<file path="config.mk">
export PLATFORM = sky130hd
export DESIGN_NAME = lfsr_seq_ctrl
export DESIGN_NICKNAME = d
export VERILOG_FILES = /design/src/rtl/lfsr_pkg.sv /design/src/rtl/lfsr_core.sv /design/src/rtl/lfsr_seq_ctrl.sv
export SDC_FILE = /design/constraint.sdc
export NUM_CORES = 1
export LEC_CHECK = 0
export CORE_ASPECT_RATIO = 1.25
export CORE_MARGIN = 2
export CORE_UTILIZATION = 44
export CTS_BUF_LIST = sky130_fd_sc_hd__clkbuf_4
export DETAILED_ROUTE_END_ITERATION = 8
export GPL_TIMING_DRIVEN = 0
export PLACE_DENSITY = 0.68
export SYNTH_ARGS = -nofsm -noshare
export SYNTH_HDL_FRONTEND = slang
export SYNTH_SLANG_ARGS = --single-unit
</file>
<file path="constraint.sdc">
create_clock -name clk -period 5.7 [get_ports clk]
set_input_delay 1.14 -clock clk [delete_from_list [all_inputs] [get_ports clk]]
set_output_delay 1.14 -clock clk [all_outputs]
set_load 0.1 [all_outputs]
</file>
<file path="src/rtl/lfsr_pkg.sv">
// Shared types and defaults for the LFSR pattern sequencer.
package lfsr_pkg;
   typedef enum logic [1:0] {
      IDLE = 2'd0,
      LOAD = 2'd1,
      RUN  = 2'd2,
      DONE = 2'd3
   } state_t;

   localparam logic [3:0] DEFAULT_TAPS_4 = 4'b1010;
   localparam int         DEFAULT_SEED   = 1;
endpackage

</file>
<file path="src/rtl/lfsr_core.sv">
// Fibonacci LFSR register: load has priority over step; the feedback bit enters at bit 0.
module lfsr_core
   import lfsr_pkg::*;
#(
   parameter int               WIDTH = 4,
   parameter logic [WIDTH-1:0] TAPS  = DEFAULT_TAPS_4
) (
   input  logic             clk,
   input  logic             arst_n,
   input  logic             load,
   input  logic [WIDTH-1:0] load_val,
   input  logic             step,
   output logic [WIDTH-1:0] q
);
   logic [WIDTH-1:0] r_lfsr;
   logic             w_fb;
   logic [WIDTH-1:0] w_next;

   assign w_fb   = ^(r_lfsr & TAPS);
   assign w_next = {r_lfsr[WIDTH-2:0], w_fb};
   assign q      = r_lfsr;

   always_ff @(posedge clk or negedge arst_n) begin
      if (!arst_n) begin
         r_lfsr <= WIDTH'(DEFAULT_SEED);
      end else if (load) begin
         r_lfsr <= load_val;
      end else if (step) begin
         r_lfsr <= w_next;
      end
   end
endmodule

</file>
<file path="src/rtl/lfsr_seq_ctrl.sv">
// LFSR sequencer: loads a seed on start, emits len words on a valid/ready stream, then pulses done.
// Optional LFSR_ZERO_SEED_GUARD_EN replaces an all-zero seed with 1 at load time.
module lfsr_seq_ctrl
   import lfsr_pkg::*;
#(
   parameter int               WIDTH = 4,
   parameter logic [WIDTH-1:0] TAPS  = DEFAULT_TAPS_4,
   parameter int               CNT_W = 8
) (
   input  logic             clk,
   input  logic             arst_n,
   input  logic             start,
   input  logic [WIDTH-1:0] seed,
   input  logic [CNT_W-1:0] len,
   input  logic             abort,
   input  logic             out_ready,
   output logic             out_valid,
   output logic [WIDTH-1:0] out_data,
   output logic             busy,
   output logic             done,
   output logic [1:0]       dbg_state
);
   // Stream handshake: a word transfers on a rising edge where out_valid and out_ready
   // are both high; out_valid never depends on out_ready, and out_data holds while stalled.
   localparam logic [CNT_W-1:0] CNT_ONE = CNT_W'(1);

   state_t           r_state;
   logic [CNT_W-1:0] r_cnt;
   logic [CNT_W-1:0] r_len_q;
   logic [WIDTH-1:0] r_seed_q;
   logic             r_out_valid;
   logic             r_busy;
   logic             r_done;

   logic             w_hs;
   logic             w_last;
   logic             w_load;
   logic [WIDTH-1:0] w_load_val;

   assign w_hs   = r_out_valid & out_ready;
   assign w_last = (r_cnt == (r_len_q - CNT_ONE));
   assign w_load = (r_state == LOAD);

`ifdef LFSR_ZERO_SEED_GUARD_EN
   assign w_load_val = (r_seed_q == '0) ? WIDTH'(DEFAULT_SEED) : r_seed_q;
`else
   assign w_load_val = r_seed_q;
`endif

   lfsr_core #(
      .WIDTH (WIDTH),
      .TAPS  (TAPS)
   ) u_core (
      .clk      (clk),
      .arst_n   (arst_n),
      .load     (w_load),
      .load_val (w_load_val),
      .step     (w_hs),
      .q        (out_data)
   );

   assign out_valid = r_out_valid;
   assign busy      = r_busy;
   assign done      = r_done;
   assign dbg_state = r_state;

   // Outputs are registered alongside the state so they always match the state they belong to.
   always_ff @(posedge clk or negedge arst_n) begin
      if (!arst_n) begin
         r_state     <= IDLE;
         r_cnt       <= '0;
         r_len_q     <= '0;
         r_seed_q    <= '0;
         r_out_valid <= 1'b0;
         r_busy      <= 1'b0;
         r_done      <= 1'b0;
      end else begin
         r_done <= 1'b0;
         case (r_state)
            IDLE: begin
               if (start && !abort) begin
                  r_seed_q <= seed;
                  r_len_q  <= len;
                  r_busy   <= 1'b1;
                  if (len != '0) begin
                     r_state <= LOAD;
                  end else begin
                     r_state <= DONE;
                     r_done  <= 1'b1;
                  end
               end
            end
            LOAD: begin
               if (abort) begin
                  r_state <= IDLE;
                  r_busy  <= 1'b0;
               end else begin
                  r_cnt       <= '0;
                  r_state     <= RUN;
                  r_out_valid <= 1'b1;
               end
            end
            RUN: begin
               if (w_hs) begin
                  r_cnt <= r_cnt + CNT_ONE;
               end
               if (abort) begin
                  r_state     <= IDLE;
                  r_out_valid <= 1'b0;
                  r_busy      <= 1'b0;
               end else if (w_hs && w_last) begin
                  r_state     <= DONE;
                  r_out_valid <= 1'b0;
                  r_done      <= 1'b1;
               end
            end
            DONE: begin
               r_state <= IDLE;
               r_busy  <= 1'b0;
            end
            default: begin
               r_state     <= IDLE;
               r_out_valid <= 1'b0;
               r_busy      <= 1'b0;
            end
         endcase
      end
   end
endmodule
</file>
# Yosys cells after proc, flatten, opt, wreduce, memory -nomap -nowiden
# Index checks and enable logic that the tools add are counted.
# op_classes
n_addsub	2
eq_ne	9
mux	23
n_bitwise	1
reduce_logical	14
# ops
operator	n
8-bit 2-to-1 mux	2
8-bit one-hot mux with 2 select lines	1
2-bit 2-to-1 mux	5
1-bit 2-to-1 mux	9
8-bit by 1-bit adder with 8-bit output, second input constant	1
8-bit == test	1
4-bit 2-to-1 mux	2
2-bit one-hot mux with 4 select lines	1
8-bit nonzero test	1
8-bit by 1-bit subtractor with 8-bit output, second input constant	1
2-bit inequality test, second input constant	3
2-bit AND reduction	3
3-bit AND reduction	2
2-bit == test, second input constant	2
1-bit one-hot mux with 2 select lines	2
2-bit nonzero test	2
4-bit parity	1
3-bit inequality test, second input constant	1
1-bit one-hot mux with 3 select lines	1
2-bit by 1-bit == test with 1-bit output, second input constant	1
1-bit logical AND	2
2-bit logical NOT	1
2-bit by 1-bit inequality test with 1-bit output, second input constant	1
2-bit OR reduction	1
other kinds (2)	2
# word_totals
register_bits	29
input_bits	17
output_inout_bits	9
wordCells	57

# Longest topological paths before layout
# Gate-level depths: netlist (run 1).
# logic_depth
ltp_word	6
ltp_mapped	9
ltp_nobuf	8

# By module
# From an unflattened synthesis (run 1), not the netlist that was laid out.
# hier_totals
hier_cells	149
area_unflattened_um2	1564.0
# modules_own_cells
mod	instances	cells_per_inst	area_each_um2	seq_area_each_um2
lfsr_seq_ctrl	1	131	1366.3	625.6
lfsr_core	1	18	197.7	101.3

# Worst setup path after synthesis (run 1)
# Ideal clock, no wire load.
# synth_path
path_type	reg-to-reg
from	register r_state[1] (netlist: dbg_state[1])
to	register r_cnt[5]
arrival_time_ns	2.414
required_ns	5.558
slack_ns	3.144
stages_incl_launch_ff	9
path_buffers	1
synth_period_minus_slack_ns	2.556
cell_sequence	dfrtp_1 -> ha_1 -> buf_2 -> nor2_1 -> a211oi_2 -> and4_1 -> and3_1 -> xnor2_1 -> nor2_1
# synth_via
elab_chain_len	3
word_cells_on_any_way	7
cone_classes	eq/ne: 4; mux: 1; reduce/logical: 2
# synth_rtl
element	line	source
start: declaration	lfsr_seq_ctrl.sv:27	state_t r_state;
start signal: assignment	lfsr_seq_ctrl.sv:70	r_state <= IDLE;
start signal: assignment	lfsr_seq_ctrl.sv:86	r_state <= LOAD;
start signal: assignment	lfsr_seq_ctrl.sv:88	r_state <= DONE;
2-bit == test or 2-bit by 1-bit == test with 1-bit output (tied branches)	lfsr_seq_ctrl.sv:79	case (r_state)
2-bit inequality test (no source line) or 2-bit nonzero test (tied branches)	n/a	
3-bit AND reduction (no source line)	n/a	
end signal: assignment	lfsr_seq_ctrl.sv:105	r_cnt <= r_cnt + CNT_ONE;
end: declaration	lfsr_seq_ctrl.sv:28	logic [CNT_W-1:0] r_cnt;
# Several ways; a longest one is shown, not always the timed one.
# A chain may end at the register's enable or synchronous reset.

# Final worst setup path (run 1)
# layout_path
from	register u_core.r_lfsr[0] (netlist: u_core.q[0])
to	output port out_data[0]
# layout_rtl
element	line	source
start: declaration	lfsr_core.sv:15	logic [WIDTH-1:0] r_lfsr;
start signal: assignment	lfsr_core.sv:25	r_lfsr <= WIDTH'(DEFAULT_SEED);
start signal: assignment	lfsr_core.sv:27	r_lfsr <= load_val;
start signal: assignment	lfsr_core.sv:29	r_lfsr <= w_next;
end: declaration	lfsr_seq_ctrl.sv:18	output logic [WIDTH-1:0] out_data,
# No word-level cell between the ends.

==> results by group, run 1 <==
Clocking
  • CTS Buf Count: 5
  • Bufs on Longest Clock Path: 2
  • Cts hold-fix bufs: 0
  • Root Driver: clkbuf_4
  • Number of post-CTS setup repair buffers: 0
  • H-tree levels: 2
  • Clock slew at reported path FFs: 0.08 ns
  • Worst-skew pair later-pin latency: 0.32 ns
  • CTS tree: yes
  • CTS sink count: 29
  • PostCTS Resize Cnt: 0

Route
  • Avg WL per Cell: 14.21 microns
  • DR pass1 iterations: 6
  • Post-Route WL: 3.269 mm
  • Routed Antenna Nets: 0
  • # DRC: 1
  • Drt via density: 5.404
  • Starting DRT DRC Count: 23
  • Vias: 1,243

Synth
  • Register bit total from synthesis: 29
  • Warnings, synthesis: 0
  • Syn Nets: 180
  • Syn Area/Cell: 10.41 sq um
  • Synth cell types: 41
  • Sequential fraction of the synthesis area: 44.22%
  • Cells after synthesis: 158
  • Syn Std Cell Area: 1644 sq um

Global route
  • GR Overflow Total: 0
  • GRT Total Usage: 17.29%
  • Largest net degree at the start of global routing: 30
  • Vias in the first global route: 1,236
  • GR Util met1: 21.10%
  • First-pass GRT wire length: 5.444 mm
  • Antenna violations before repair: 0
  • Most used routing layer: met2
  • Met2 Usage GRT: 27.84%
  • Met3 usage: 4.813%

Setup path
  • Crit end category: output port
  • Kind of cell adding the most delay to the critical path: buffers and inverters
  • CP required: 4.56 ns
  • Crit path cell chain: clkdlybuf4s50_1
  • Slowest CP cell: clkdlybuf4s50_1
  • Crit-path max FO: 3
  • Crit path launch type: register
  • CP max stage delay: 1.13 ns
  • Crit path DAT: 2.01 ns
  • Critical path class: register to output port
  • Crit path buf inv count: 1

Die
  • Area of the die: 4245 sq um
  • Top Ports: 26
  • Initial Util: 46.40%
  • Core Rows: 24
  • Die Height: 72.34 microns
  • Core area: 3543 sq um
  • Die width: 58.68 microns

Placement
  • Dpl cells: 222
  • Routability cong.: 0.8065
  • DPL Wire Length: 2.524 mm
  • Number of port buffers: 25

STA
  • FMAX: 0.3180 GHz
  • Slew margin rel.: 35.17%
  • Worst Tran Pin Value: 0.9694 ns
  • Hold Slack: 0.4814 ns
  • Final hold vios: 0
  • Fin crit share: 55.18%
  • Final TNS setup: 0 ns
  • Fin crit period: 3.145 ns
  • RSZ-0062 raised after global routing: false
  • Max Slew Vio Count: 0
  • Final setup fails: 0
  • Final setup skew: 0.008803 ns

Cells and area
  • Layout cells sized above 1: 16.75%
  • Filler cells: 323
  • ANT cells: 0
  • Non-Filler Instances: 230
  • Layout area overhead: 21.54%
  • Final nets: 212

Status
  • Failing checks: DRC
  • Status: finished, violations left

Power
  • Pleak: 0.8489 nW
  • Peak supply drop: 0.3953 mV
  • P per Cell Area: 549.2 nW/um^2

Job
  • Max-cap violation count: 0

Hold path
  • Worst hold path class: register to register
## through the flow
step	area (sq um)	setup WS, ns	utilization [%]	power [mW]
2_1_floorplan	1644	3.144	-	0.8363
3_3_place_gp	1943	2.549	54.84	0.9563
3_5_place_dp	1943	2.478	54.84	0.9772
4_1_cts	2003	2.534	56.53	1.110
5_1_grt	1998	2.489	56.39	1.178
6_report	1998	2.555	56.39	1.097
## state kept, by name, indices dropped and copies added (netlist names)
signal / count
busy: 1
dbg_state: 2
done: 1
out_valid: 1
r_cnt: 8
r_len_q: 8
r_seed_q: 4
u_core.q: 4
## synthesized netlist by cell type, drive strengths merged
master,n,share of area (%)
nand2,11,2.5
o31ai,1,0.46
a32oi,1,0.53
a311oi,2,1.8
o211ai,2,0.91
buf,2,0.61
nor4,4,2.8
or3b,1,0.68
o31a,1,0.53
a2111oi,1,0.53
nand3,2,0.61
nand2b,3,1.1
mux2,12,8.2
a21oi,2,0.61
nand4,4,1.5
o21ai,10,3.0
clkbuf,2,0.46
nand3b,1,0.46
a211oi,1,0.76
dfrtp,28,43
nor2,11,2.5
and3,3,1.1
dfstp,1,1.6
a211o,1,0.53
a31oi,2,0.76
a21o,2,1.1
xor2,5,2.7
and2,1,0.38
ha,5,3.8
nor2b,2,0.76
nor3b,2,0.91
and4,1,0.53
nor3,5,1.5
inv,10,2.3
o21bai,1,0.46
o2bb2ai,1,0.53
xnor2,9,4.8
or2b,1,0.46
mux2i,4,2.4
## power by group
part           switching [mW]  total, mW  leakage [nW]  internal [mW]
Sequential             0.0905      0.377         0.364          0.286
Combinational           0.369      0.592         0.448          0.223
Clock                  0.0655      0.129        0.0368         0.0633
## placed cells by master, fill, tap and decap left out, types with 2 or more instances in the layout
master,count
mux2i_1,4
xnor2_1,9
o211ai_1,2
a21oi_1,2
nor3b_1,2
nor4_1,2
mux2_2,12
a21o_2,2
a311oi_2,2
ha_1,5
nand2b_1,3
xor2_1,5
dfrtp_1,28
nand3_1,2
o21ai_0,10
clkbuf_4,8
nor3_1,5
a31oi_1,2
buf_2,3
and3_1,3
nor2b_1,2
nand4_1,4
clkbuf_1,2
clkdlybuf4s50_1,24
nor2_1,11
nand2_1,11
inv_1,10
## area by class of cell
| type | count | area (sq um) | area share, % |
|---|---|---|---|
| buffer | 4 | 17.52 | 0.8766 |
| clock buffer | 8 | 60.06 | 3.006 |
| inverter | 10 | 37.54 | 1.879 |
| multi-input combinational | 115 | 862.1 | 43.14 |
| sequential | 29 | 726.9 | 36.38 |
| tap | 39 | 48.80 | 2.442 |
| timing repair buffer | 25 | 245.2 | 12.27 |
## logic make-up after synthesis
group | after synthesis | synth area share, %
buffers and inverters | 14 | 3.349
flip-flops | 29 | 44.22
AO/OA/AOI/OAI | 28 | 12.56
multiplexers | 16 | 10.65
AND/OR/NAND/NOR | 52 | 17.96
adder cells (fa/ha/maj) | 5 | 3.805
XOR/XNOR | 14 | 7.458
## layer usage
| layer | vias up | share of wire [%] |
|---|---|---|
| met5 | - | 0 |
| met1 | 583 | 45 |
| met2 | 26 | 49 |
| met4 | 0 | 2.7 |
| met3 | 8 | 3.6 |
| li1 | 626 | - |
## worst paths after layout
| path | start | to | slack (ns) | cells past startpoint |
|---|---|---|---|---|
| hold / removal | r_seed_q[1] | u_core.q[1] | 0.48 | 2 |
| hold reg to reg | r_seed_q[1] | u_core.q[1] | 0.48 | 2 |
| min in group asynchronous | arst_n | r_seed_q[2] | 0.83 | 1 |
| max in group asynchronous | arst_n | r_seed_q[1] | 4.44 | 1 |
| setup reg to reg | r_len_q[0] | dbg_state[1] | 3.35 | 8 |
| setup / recovery | u_core.q[0] | out_data[0] | 2.55 | 1 |
Note: power is estimated with default switching activity, not from simulation.
==> inputs of run 2 (changes only) <==
==> constraint.sdc (replaced) <==
create_clock -name clk -period 2.93 [get_ports clk]
set_input_delay 0.586 -clock clk [delete_from_list [all_inputs] [get_ports clk]]
set_output_delay 0.586 -clock clk [all_outputs]
set_load 0.1 [all_outputs]
==> results of run 2 <==
The final DEF is identical to that of run 1. Status: finished, violations left: DRC.
Among the figures that moved: setup slack after placement 2.478 ns -> 0.2623 ns; setup slack after layout 2.555 ns -> 0.3389 ns; hold slack 0.4814 ns -> 0.2804 ns; register-to-register setup slack 3.35 ns -> 0.58 ns; total power 1.097 mW -> 2.135 mW; worst IR drop on VDD 0.3953 mV -> 0.7690 mV
==> inputs of run 3 (changes only) <==
==> constraint.sdc (replaced) <==
create_clock -name clk -period 2.93 [get_ports clk]
set_input_delay 0.4395 -clock clk [delete_from_list [all_inputs] [get_ports clk]]
set_output_delay 0.4395 -clock clk [all_outputs]
set_load 0.1 [all_outputs]
==> results of run 3 <==
The final DEF is identical to that of run 1. Status: finished, violations left: DRC.
Among the figures that moved: setup slack after placement 2.478 ns -> 0.4088 ns; setup slack after layout 2.555 ns -> 0.4854 ns; hold slack 0.4814 ns -> 0.1339 ns; register-to-register setup slack 3.35 ns -> 0.58 ns; total power 1.097 mW -> 2.135 mW; worst IR drop on VDD 0.3953 mV -> 0.7690 mV
